$ cat src/rtl/xbus_grant_arb.sv
// xbus_grant_arb: four-way round-robin bus arbiter with a dead turnaround
// cycle between owners and active-low one-hot grant strobes.
//
// Optional feature macro: XBUS_ARB_TIMEOUT_EN
//   defined   -> hold counter revokes a grant after MAX_HOLD+1 cycles,
//                pulses timeout and locks the offender out until it
//                drops its request.
//   undefined -> no counter / lockout; timeout is tied low.
//
// Ports:
//   clk       in   system clock, all state changes on rising edge
//   reset     in   asynchronous active-high reset
//   en        in   gate for new grants (existing grant unaffected)
//   req[3:0]  in   level requests, held high while owning
//   grant_n   out  active-low one-hot grant, all high when none
//   sel       out  binary index of current/last owner
//   busy      out  high while a grant is held
//   timeout   out  one-cycle pulse on forced release
module xbus_grant_arb #(
    parameter int CNT_W    = 8,
    parameter int MAX_HOLD = 255
) (
    input  logic       clk,
    input  logic       reset,
    input  logic       en,
    input  logic [3:0] req,
    output logic [3:0] grant_n,
    output logic [1:0] sel,
    output logic       busy,
    output logic       timeout
);

    // Reject an out-of-range hold limit at elaboration time.
    if (MAX_HOLD < 1 || MAX_HOLD > (2 ** CNT_W) - 1) begin : g_bad_hold
        $error("xbus_grant_arb: MAX_HOLD out of range for CNT_W");
    end

    typedef enum logic [1:0] {
        IDLE  = 2'd0,
        GRANT = 2'd1,
        TURN  = 2'd2
    } state_t;

    state_t     state_q, state_d;
    logic [3:0] grant_n_q, grant_n_d;
    // sel_q doubles as the round-robin last-owner pointer: it is loaded
    // with the winner on every grant and holds through TURN/IDLE.
    logic [1:0] sel_q, sel_d;
    logic       busy_q, busy_d;

    logic [3:0] elig;
    logic [1:0] win;
    logic [1:0] cand;
    logic       win_vld;

`ifdef XBUS_ARB_TIMEOUT_EN
    logic [CNT_W-1:0] cnt_q, cnt_d;
    logic [3:0]       lock_q, lock_d;
    logic [3:0]       lock_set;
    logic             timeout_q, timeout_d;
    logic             hold_hit;

    localparam logic [CNT_W-1:0] HOLD_LIM = CNT_W'(MAX_HOLD);

    assign hold_hit = (cnt_q == HOLD_LIM);
    assign elig     = req & ~lock_q;
`else
    assign elig     = req;
`endif

    // Search upward from last owner + 1; the last owner is visited
    // last (k = 4 wraps back onto sel_q), giving it lowest priority.
    always_comb begin
        win     = sel_q;
        win_vld = 1'b0;
        cand    = sel_q;
        for (int k = 1; k <= 4; k++) begin
            cand = sel_q + 2'(k);
            if (!win_vld && elig[cand]) begin
                win     = cand;
                win_vld = 1'b1;
            end
        end
    end

    always_comb begin
        state_d   = state_q;
        grant_n_d = grant_n_q;
        sel_d     = sel_q;
        busy_d    = busy_q;
`ifdef XBUS_ARB_TIMEOUT_EN
        cnt_d     = cnt_q;
        timeout_d = 1'b0;
        lock_set  = 4'b0000;
`endif
        unique case (state_q)
            IDLE: begin
                if (en && win_vld) begin
                    state_d   = GRANT;
                    grant_n_d = ~(4'b0001 << win);
                    sel_d     = win;
                    busy_d    = 1'b1;
`ifdef XBUS_ARB_TIMEOUT_EN
                    cnt_d     = '0;
`endif
                end
            end
            GRANT: begin
                // A normal release wins over a hold limit hit on
                // the same edge.
                if (!req[sel_q]) begin
                    state_d   = TURN;
                    grant_n_d = 4'b1111;
                    busy_d    = 1'b0;
                end
`ifdef XBUS_ARB_TIMEOUT_EN
                else if (hold_hit) begin
                    state_d         = TURN;
                    grant_n_d       = 4'b1111;
                    busy_d          = 1'b0;
                    timeout_d       = 1'b1;
                    lock_set[sel_q] = 1'b1;
                end else if (cnt_q != {CNT_W{1'b1}}) begin
                    cnt_d = cnt_q + 1'b1;
                end
`endif
            end
            TURN: begin
                state_d = IDLE;
            end
            default: begin
                state_d   = IDLE;
                grant_n_d = 4'b1111;
                busy_d    = 1'b0;
            end
        endcase
    end

`ifdef XBUS_ARB_TIMEOUT_EN
    // A lock is released once its requester is seen idle; a fresh
    // revoke on the same edge still sets it (its req is high then).
    assign lock_d = (lock_q & req) | lock_set;
`endif

    always_ff @(posedge clk or posedge reset) begin
        if (reset) begin
            state_q   <= IDLE;
            grant_n_q <= 4'b1111;
            sel_q     <= 2'd3;
            busy_q    <= 1'b0;
        end else begin
            state_q   <= state_d;
            grant_n_q <= grant_n_d;
            sel_q     <= sel_d;
            busy_q    <= busy_d;
        end
    end

`ifdef XBUS_ARB_TIMEOUT_EN
    always_ff @(posedge clk or posedge reset) begin
        if (reset) begin
            cnt_q     <= '0;
            lock_q    <= 4'b0000;
            timeout_q <= 1'b0;
        end else begin
            cnt_q     <= cnt_d;
            lock_q    <= lock_d;
            timeout_q <= timeout_d;
        end
    end

    assign timeout = timeout_q;
`else
    assign timeout = 1'b0;
`endif

    assign grant_n = grant_n_q;
    assign sel     = sel_q;
    assign busy    = busy_q;

endmodule
$ cat config.mk
export PLATFORM = sky130hd
export DESIGN_NAME = xbus_grant_arb
export DESIGN_NICKNAME = d
export VERILOG_FILES = /design/src/rtl/xbus_grant_arb.sv
export SDC_FILE = /design/constraint.sdc
export NUM_CORES = 1
export LEC_CHECK = 0
export ABC_AREA = 1
export BUFFER_PORTS_ARGS = -buffer_cell sky130_fd_sc_hd__buf_2
export CORE_AREA = 2 2 55 57
export DETAILED_ROUTE_END_ITERATION = 7
export DIE_AREA = 0 0 57 59
export PLACE_DENSITY = 0.52
export SLEW_MARGIN = 25
export SYNTH_ARGS = -nofsm -noshare
export SYNTH_HDL_FRONTEND = slang
export SYNTH_SLANG_ARGS = --single-unit
$ cat constraint.sdc
create_clock -name clk -period 4 [get_ports clk]
set_input_delay 0.4 -clock clk [delete_from_list [all_inputs] [get_ports clk]]
set_output_delay 0.4 -clock clk [all_outputs]
set_load 0.05 [all_outputs]
Word-level counts from Yosys, hierarchy flattened. Index checks and enable logic that the tools add are counted.

Reduce and logical (&&, ||, !) cells: 11. Shift operators: 1. Order comparisons: 4. Bitwise logic cells: 2. Add/sub/neg operators: 3. Multipliers: 0. Eq/ne operators: 4. Divide/modulo/power cells: 0. Muxes and demuxes: 25.

Operators by type and width (count): < comparator 2 x 3 -> 1 bit (second input constant) (4); two-way mux 2 bit (6); one-hot mux 4 bit (3 select lines) (1); two-way mux 1 bit (10); binary-select mux 1 bit (select 2 bit) (4); two-way mux 4 bit (2); adder 2 bit (second input constant) (2); logical AND 1 bit (4); inequality test 2 bit (second input constant) (2); inverter 4 bit (1); one-hot mux 2 bit (2 select lines) (1); AND reduction 2 bit (2); << shifter 1 x 2 -> 4 bit (first input constant) (1); logical NOT 1 bit (3); one-hot mux 1 bit (3 select lines) (1); AND reduction 3 bit (1); adder 2 x 1 -> 2 bit (second input constant) (1); equality test 2 x 1 -> 1 bit (second input constant) (1); equality test 2 bit (second input constant) (1); logical NOT 2 bit (1); inverter 1 bit (1).

ROM bits: 0. RAM bits: 0. Input port bits: 7. Memories kept: 0. Flip-flop bits (word level): 9. Output and inout port bits: 8. Logic and storage cells: 54. Bits in latches: 0.

Logic depth before layout (Yosys ltp). Gate-level depths: netlist (run 1).

Depth in word-level cells: 17. Depth in mapped cells: 13. Depth with buffers taken out: 13.

Worst setup path after synthesis (run 1). Ideal clock, no wire load.

Kind: reg2reg. Start point: register sel_q[0] (netlist: sel[0]). End point: register grant_n_q[0] (netlist: grant_n[0]). Buffers on the path: 0. Setup slack: 2190 ps. Data required time: 3928 ps. Arrival time: 1737 ps. Clock period less this slack: 1810 ps. Cell stages (with the launch flop): 14. Setup time: 72 ps. Path through: dfstp_2 inv_2 nand2_1 nand2_4 nand2_8 nand2_4 nor2_4 nand2_2 nand2_2 nand2_2 nor2_4 nand2_1 nand2_1 inv_1.

Longest elaborated chain between the ends: 17. Elaborated cells between the ends (all ways): 33. Classes of those cells: 3 x add/sub; 2 x eq/ne; 1 x shift; 18 x mux; 1 x bitwise; 8 x reduce/logical.

Ends and longest elaborated chain: from (decl) (line 48) `logic [1:0] sel_q, sel_d;`; from (signal assigned) (line 154) `sel_q <= sel_d;`; adder 2 x 1 -> 2 bit (line 78) `cand = sel_q + 2'(k);`; binary-select mux 1 bit (select 2 bit) (line 79) `if (!win_vld && elig[cand]) begin`; two-way mux 1 bit (not written as such) (line 79); two-way mux 1 bit (line 79); logical NOT 1 bit (line 79); logical AND 1 bit (line 79); two-way mux 1 bit (line 79); logical NOT 1 bit (line 79); logical AND 1 bit (line 79); two-way mux 1 bit (line 79); logical NOT 1 bit (line 79); logical AND 1 bit (line 79); two-way mux 2 bit (line 79); << shifter 1 x 2 -> 4 bit (line 100) `grant_n_d = ~(4'b0001 << win);`; inverter 4 bit (line 100); two-way mux 4 bit (line 98) `if (en && win_vld) begin`; one-hot mux 4 bit (3 select lines) (line 96) `unique case (state_q)`; to (signal assigned) (line 153) `grant_n_q <= grant_n_d;`; to (decl) (line 45) `logic [3:0] grant_n_q, grant_n_d;`.

Parallel ways exist; a longest one is shown, timed or not. The select of a mux whose other input is x is not followed. A chain may end at the register's enable or synchronous reset.

Worst setup path after layout (run 1). Same ends and word-level chain as after synthesis.

==> results by group, run 1 <==
Layout
  • Highest-count cells in the layout ignoring fill and taps: 54 x nand2_1, 13 x inv_1, 13 x buf_2, 7 x nand3_1
  • Most common cell after layout, fill and taps aside: nand2_1
  • Net total in the final layout: about 140
  • Post-layout utilization of the core: 0.3324
  • Number of cells in the finished layout apart from fillers: between 150 and 200
  • Fraction of final layout cells with drive strength greater than 1: 0.2963
  • Fill cell total of the finished layout: about 320
  • Antenna cells: 0
  • Relative area change from synthesis to final layout: 14.10%

CTS
  • Post CTS Setup Buffer Count: 0
  • Number of resized instances in the post-cts repair step: 0
  • Number of buffers inserted during clock tree synthesis: 3
  • Htree depth: 1
  • TritonCTS clock tree: yes
  • CTS hold repair buffers: 0
  • Clock transition at the registers of the reported paths: about 0.060 ns
  • Sinks on Clock Net: 9
  • Clock insertion delay at the later pin of the skew report: around 0.26 ns
  • Bufs on Longest Clock Path: 2
  • Library cell used as clock root buffer: clkbuf_4

Worst setup path
  • Worst flop-to-flop path endpoint: grant_n[0]
  • Worst setup path class: register to register
  • CP Data Arrival Time: around 2.1 ns
  • Worst-case register-to-register setup slack: between 2 and 2.5 ns
  • Count of cells along the worst register-to-register path: 13
  • Crit path capture type: register
  • Data required time of the worst path: 4.20 ns
  • Beginning of the worst register-to-register path: sel[0]
  • Critical path launch point type: register
  • Highest fanout seen on the critical path: 13

Place
  • Buffers on Ports: 13
  • Cell total after placement: approximately 160
  • Routability Congestion: between 0.7 and 0.8
  • Post-detail-place hpwl: 1308 um

Synth
  • Number of distinct standard cells referenced by the synthesized netlist: 24
  • Number of nets in the synthesized netlist: about 130
  • Cells after synthesis: 120
  • Synthesis-stage register bit count: 9
  • Post-synthesis instance area: 789.5 um2
  • Sequential area share after synthesis: 0.2948
  • Average cell area after synthesis: between 6 and 7 um2
  • Yosys warns: 0

GRT
  • Total track usage: 0.1100
  • Global-route wire length before repair: approximately 3000 um
  • Antenna violations before repair: 0
  • Pin count of the biggest net entering global routing: 14
  • Number of global-route vias before repair: around 700
  • Total overflow reported by the global router: 0

Detailed routing
  • Drt drc: 0
  • Number of detailed-routing iterations run before antenna repair: 4
  • DRT antenna net count: 0
  • Total length of routed wires: roughly 1600 um
  • Via density: around 4.3
  • Initial DRC Count: 9
  • Drt wl/cell: between 9 and 10 um
  • Overall via count from detail_route: between 700 and 800

Timing
  • Number of hold violations in the final report: 0
  • Maximum frequency from static timing analysis: about 540 MHz
  • Setup_tns: 0 ns
  • Worst clock skew on the final layout: about 0.0028 ns
  • Final period util: 0.4667
  • RSZ-0062 raised after global routing: false
  • Number of max-slew violations in the final report: 0
  • Fin crit period: roughly 1.9 ns
  • Final number of setup-violating endpoints: 0

Die
  • Die Width: roughly 57 um
  • Row count: 19
  • Starting density of the core: 0.2913
  • Die area: between 3000 and 4000 um2
  • Total I/O pin count: 15
  • Area of the core: roughly 2700 um2
  • Vertical die dimension: between 50 and 60 um

Min path
  • Min-delay worst type: input pin to asynchronous set/reset pin

Outcome
  • Run status: finished, final reports clean

Flow run
  • Max Cap Violations: 0
[per-layer routing]
layer  GRT usage  routed length (um)  vias up  share of wire
met5           0                   0        -              0
met4     0.04983                  17        0          0.010
met3    0.006550                  17        2          0.010
met2      0.1938                 827        5           0.51
met1      0.1390                 771      318           0.47
li1            -                   -      392              -
[Yosys cell counts (all sizes together)]
cell,instances,area (um2)
nand3,9,55.05
nand3b,1,7.510
inv,15,56.31
conb,1,3.750
or2,1,6.260
a21oi,1,5.000
o21bai,1,7.510
and3,1,6.260
dfstp,6,157.7
nand2,66,316.5
clkinv,1,3.750
dfrtp,3,75.07
a21boi,1,7.510
nor2,6,37.53
o21ai,5,25.02
buf,2,18.77
[state kept, by name, indices dropped and copies added, names as in the netlist]
signal and cells:
busy 1, state_q 2, grant_n 4, sel 2
[critical path, stage by stage, from the launching register on]
cell     delay, ns
dfstp_2       0.66
inv_2         0.13
nand2_1       0.12
nand2_4       0.09
nand2_8       0.09
nand2_4       0.07
nor2_4        0.13
nand2_2       0.11
nand2_2       0.08
nand2_2       0.06
nor2_4        0.11
nand2_1       0.06
nand2_1       0.06
inv_1         0.03
[logic make-up after synthesis]
group                  share of synthesized area
AO/OA/AOI/OAI                            0.05705
buffers and inverters                    0.09985
flip-flops                                0.2948
other                                   0.004750
AND/OR/NAND/NOR                           0.5436
[metrics by stage]
step | instance area, um2 | hold WS, ns | setup WS (ns)
final | 900.9 | 0.09805 | 2.133
after CTS | 900.9 | 0.1003 | 2.113
after global routing | 900.9 | 0.1142 | 1.822
after floorplan | 789.5 | 0.2236 | 2.190
after detailed placement | 874.6 | 0.3851 | 2.128
after global placement | 874.6 | 0.3767 | 2.147
[final cells by class]
class | count | area [um2] | area share
Clock buffer | 4 | 26.28 | 0.02917
Inverter | 16 | 60.06 | 0.06667
Multi-Input combinational cell | 93 | 478.0 | 0.5306
Sequential cell | 9 | 232.7 | 0.2583
Tap cell | 31 | 38.79 | 0.04306
Timing Repair Buffer | 13 | 65.06 | 0.07222
[how the worst max path moves through the flow]
stage            from         end  slack [ns]  cells after the start
6_report       sel[0]  grant_n[0]        2.13                     13
5_1_grt        sel[0]  grant_n[2]        1.82                     11
4_1_cts        sel[0]  grant_n[3]        2.11                      8
3_5_place_dp   sel[0]  grant_n[3]        2.13                      8
3_3_place_gp   sel[0]  grant_n[2]        2.15                     13
2_1_floorplan  sel[0]  grant_n[0]        2.19                     13
Power of run 1 is not shown: default switching activity piles up to over one toggle a cycle in this logic, so the estimate is an artifact.
==> run 2, diff against run 1 <==
--- a/config.mk
+++ b/config.mk
@@ -10,7 +10,7 @@
 export CORE_AREA = 2 2 55 57
 export DETAILED_ROUTE_END_ITERATION = 7
 export DIE_AREA = 0 0 57 59
-export PLACE_DENSITY = 0.52
+export PLACE_DENSITY = 0.53
 export SLEW_MARGIN = 25
 export SYNTH_ARGS = -nofsm -noshare
 export SYNTH_HDL_FRONTEND = slang
==> constraint.sdc (replaced) <==
create_clock -name clk -period 1.55 [get_ports clk]
set_input_delay 0.155 -clock clk [delete_from_list [all_inputs] [get_ports clk]]
set_output_delay 0.155 -clock clk [all_outputs]
set_load 0.05 [all_outputs]
==> run 2 against run 1 <==
The flow now finishes with violations (negative setup slack). Setup slack lost 2.4 ns. Global-route usage grew 1.5 points. Clock skew grew 0.0016 ns. Register-to-register slack lost 2.4 ns. Clock-buffer cell count is the same. First-iteration DRC count shrank 89%. Critical endpoint unchanged.
==> results by group, run 2 (synthesized netlist as in run 1, its figures left out) <==
Outcome
  • Run status: complete, but fails checks
  • Violated checks: negative setup slack

GRT
  • Total track usage: 0.1249 (+0.01485)
  • Global-route wire length before repair: 3277 um (+11%)
  • Total overflow reported by the global router: 0 (unchanged)
  • Antenna violations before repair: 0 (unchanged)
  • Number of global-route vias before repair: 803 (+14%)
  • Pin count of the biggest net entering global routing: 10 (-4)

Die
  • Die area: 3363 um2 (unchanged)
  • Starting density of the core: 0.2913 (unchanged)
  • Total I/O pin count: 15 (unchanged)
  • Die Width: 57 um (unchanged)
  • Vertical die dimension: 59 um (unchanged)
  • Area of the core: 2710 um2 (unchanged)
  • Row count: 19 (unchanged)

Timing
  • Number of hold violations in the final report: 0 (unchanged)
  • Worst clock skew on the final layout: 0.004430 ns (+0.001594 ns)
  • Fin crit period: 1.776 ns (-0.09042 ns)
  • Number of max-slew violations in the final report: 0 (unchanged)
  • Maximum frequency from static timing analysis: 563.0 MHz (+5.1%)
  • RSZ-0062 raised after global routing: true
  • Final period util: 1.146 (+0.6793)
  • Final number of setup-violating endpoints: 8 (+8)
  • Final critical-path setup slack: -0.2263 ns (-2.360 ns)

CTS
  • Clock transition at the registers of the reported paths: 0.06 ns (about the same)
  • Number of buffers inserted during clock tree synthesis: 3 (unchanged)
  • Sinks on Clock Net: 9 (unchanged)
  • TritonCTS clock tree: yes
  • Bufs on Longest Clock Path: 2 (unchanged)
  • Htree depth: 1 (unchanged)
  • Clock insertion delay at the later pin of the skew report: 0.26 ns (about the same)
  • Library cell used as clock root buffer: clkbuf_4

Detailed routing
  • Total length of routed wires: 1813 um (+11%)
  • Drt wl/cell: 10.07 um (+2.4%)
  • Initial DRC Count: 1 (-8)
  • Number of detailed-routing iterations run before antenna repair: 2 (-2)
  • Drt drc: 0 (unchanged)
  • DRT antenna net count: 0 (unchanged)
  • Via density: 4.383 (+1.5%)
  • Overall via count from detail_route: 789 (+10%)

Worst setup path
  • Critical path launch point type: register
  • Crit path capture type: register
  • Data required time of the worst path: 1.75 ns (-2.45 ns)
  • Highest fanout seen on the critical path: 8 (-5)
  • Sequence of cells on the critical path: inv_8, nand2_4, nand2_4, nand2_8, nand2_4, nor2_4, nand3_4, nand2_2, nand2_1, nand2_2, nand2_1, nand2_1, inv_1
  • CP Data Arrival Time: 1.98 ns (-0.08 ns)
  • Worst setup path class: register to register
  • Largest incremental delay on the critical path: 0.69 ns (+0.03 ns)
  • Slowest library cell on the worst path: dfstp_4

Layout
  • Non-Filler Cell Area, Final: 1104 um2 (+23%)
  • Highest-count cells in the layout ignoring fill and taps: 41 x nand2_1, 15 x nand2_2, 14 x buf_4, 13 x inv_1, 12 x buf_2
  • Post-layout utilization of the core: 0.4072 (+0.07479)
  • Largest register FFs: 4 (unchanged)
  • Net total in the final layout: 157 (+9.8%)
  • Relative area change from synthesis to final layout: 39.78%
  • Most common cell after layout, fill and taps aside: nand2_1
  • Fraction of final layout cells with drive strength greater than 1: 0.4564 (+0.1601)
  • Antenna cells: 0 (unchanged)

Place
  • Post-detail-place hpwl: 1469 um (+12%)
  • Placed Area: 973.4 um2 (+11%)
  • Routability Congestion: 0.8465 (+7.2%)
  • Buffers on Ports: 13 (unchanged)

Flow run
  • Max Cap Violations: 0 (unchanged)

Min path
  • Min-delay worst type: input pin to register
-- run 2: cell count changes in the layout (fill, tap and decap cells not counted), moves of 4 or more --
cell     delta
nand2_2     +9
o21ai_0     -4
nand2_4     +4
nand2_1    -13
buf_4      +14
-- run 2: timing repair --
action	in CTS	in global routing
resized for setup	6	14
pin swaps	1	1
hold buffers	1	0
endpoints found under the setup margin	8	8
endpoints found under the hold margin	3	0
setup buffers	2	3
gates cloned	0	0
-- run 2: metal layers --
metal | wire (um) | track usage | vias to the layer above | share of wire
met5 | 0 | 0 | - | 0
met1 | 870 | 0.1651 | 356 | 0.48
met2 | 880 | 0.2053 | 8 | 0.49
met4 | 41 | 0.06645 | 0 | 0.023
met3 | 21 | 0.008734 | 5 | 0.012
li1 | - | - | 420 | -
-- run 2: path summary, 6_finish.rpt --
path / start / end / slack [ns] / cells after the start
max: sel[0] / grant_n[0] / -0.23 / 13
min: en / sel[0] / 0.22 / 3
max reg2reg: sel[0] / grant_n[0] / -0.23 / 13
min reg2reg: grant_n[3] / grant_n[3] / 0.47 / 2
max in group asynchronous: reset / grant_n[1] / 0.86 / 3
min in group asynchronous: reset / state_q[0] / 0.39 / 3
-- run 2: critical path, delay by kind of cell (launching register included) --
family	cells	cell delay, ns
simple gates	11	0.92
buf+inv	2	0.10
flops	1	0.69
-- run 2: final cells by class --
class	instances	area, um2
Sequential cell	9	240.2
Tap cell	31	38.79
Multi-Input combinational cell	93	553.0
Inverter	16	70.07
Fill cell	304	1607
Clock buffer	4	26.28
Timing Repair Buffer	27	175.2
-- run 2: per-stage QoR --
stage	TNS, ns	hold WS [ns]	instances	setup slack, ns
2_1_floorplan	-1.170	-0.02138	120	-0.1858
3_3_place_gp	-1.396	0.1412	170	-0.2276
3_5_place_dp	-1.689	0.1379	170	-0.2719
4_1_cts	-1.436	0.2205	177	-0.2217
5_1_grt	-2.459	0.2446	180	-0.3852
6_report	-1.399	0.2200	180	-0.2263
Power of run 2 is left out for the same reason.
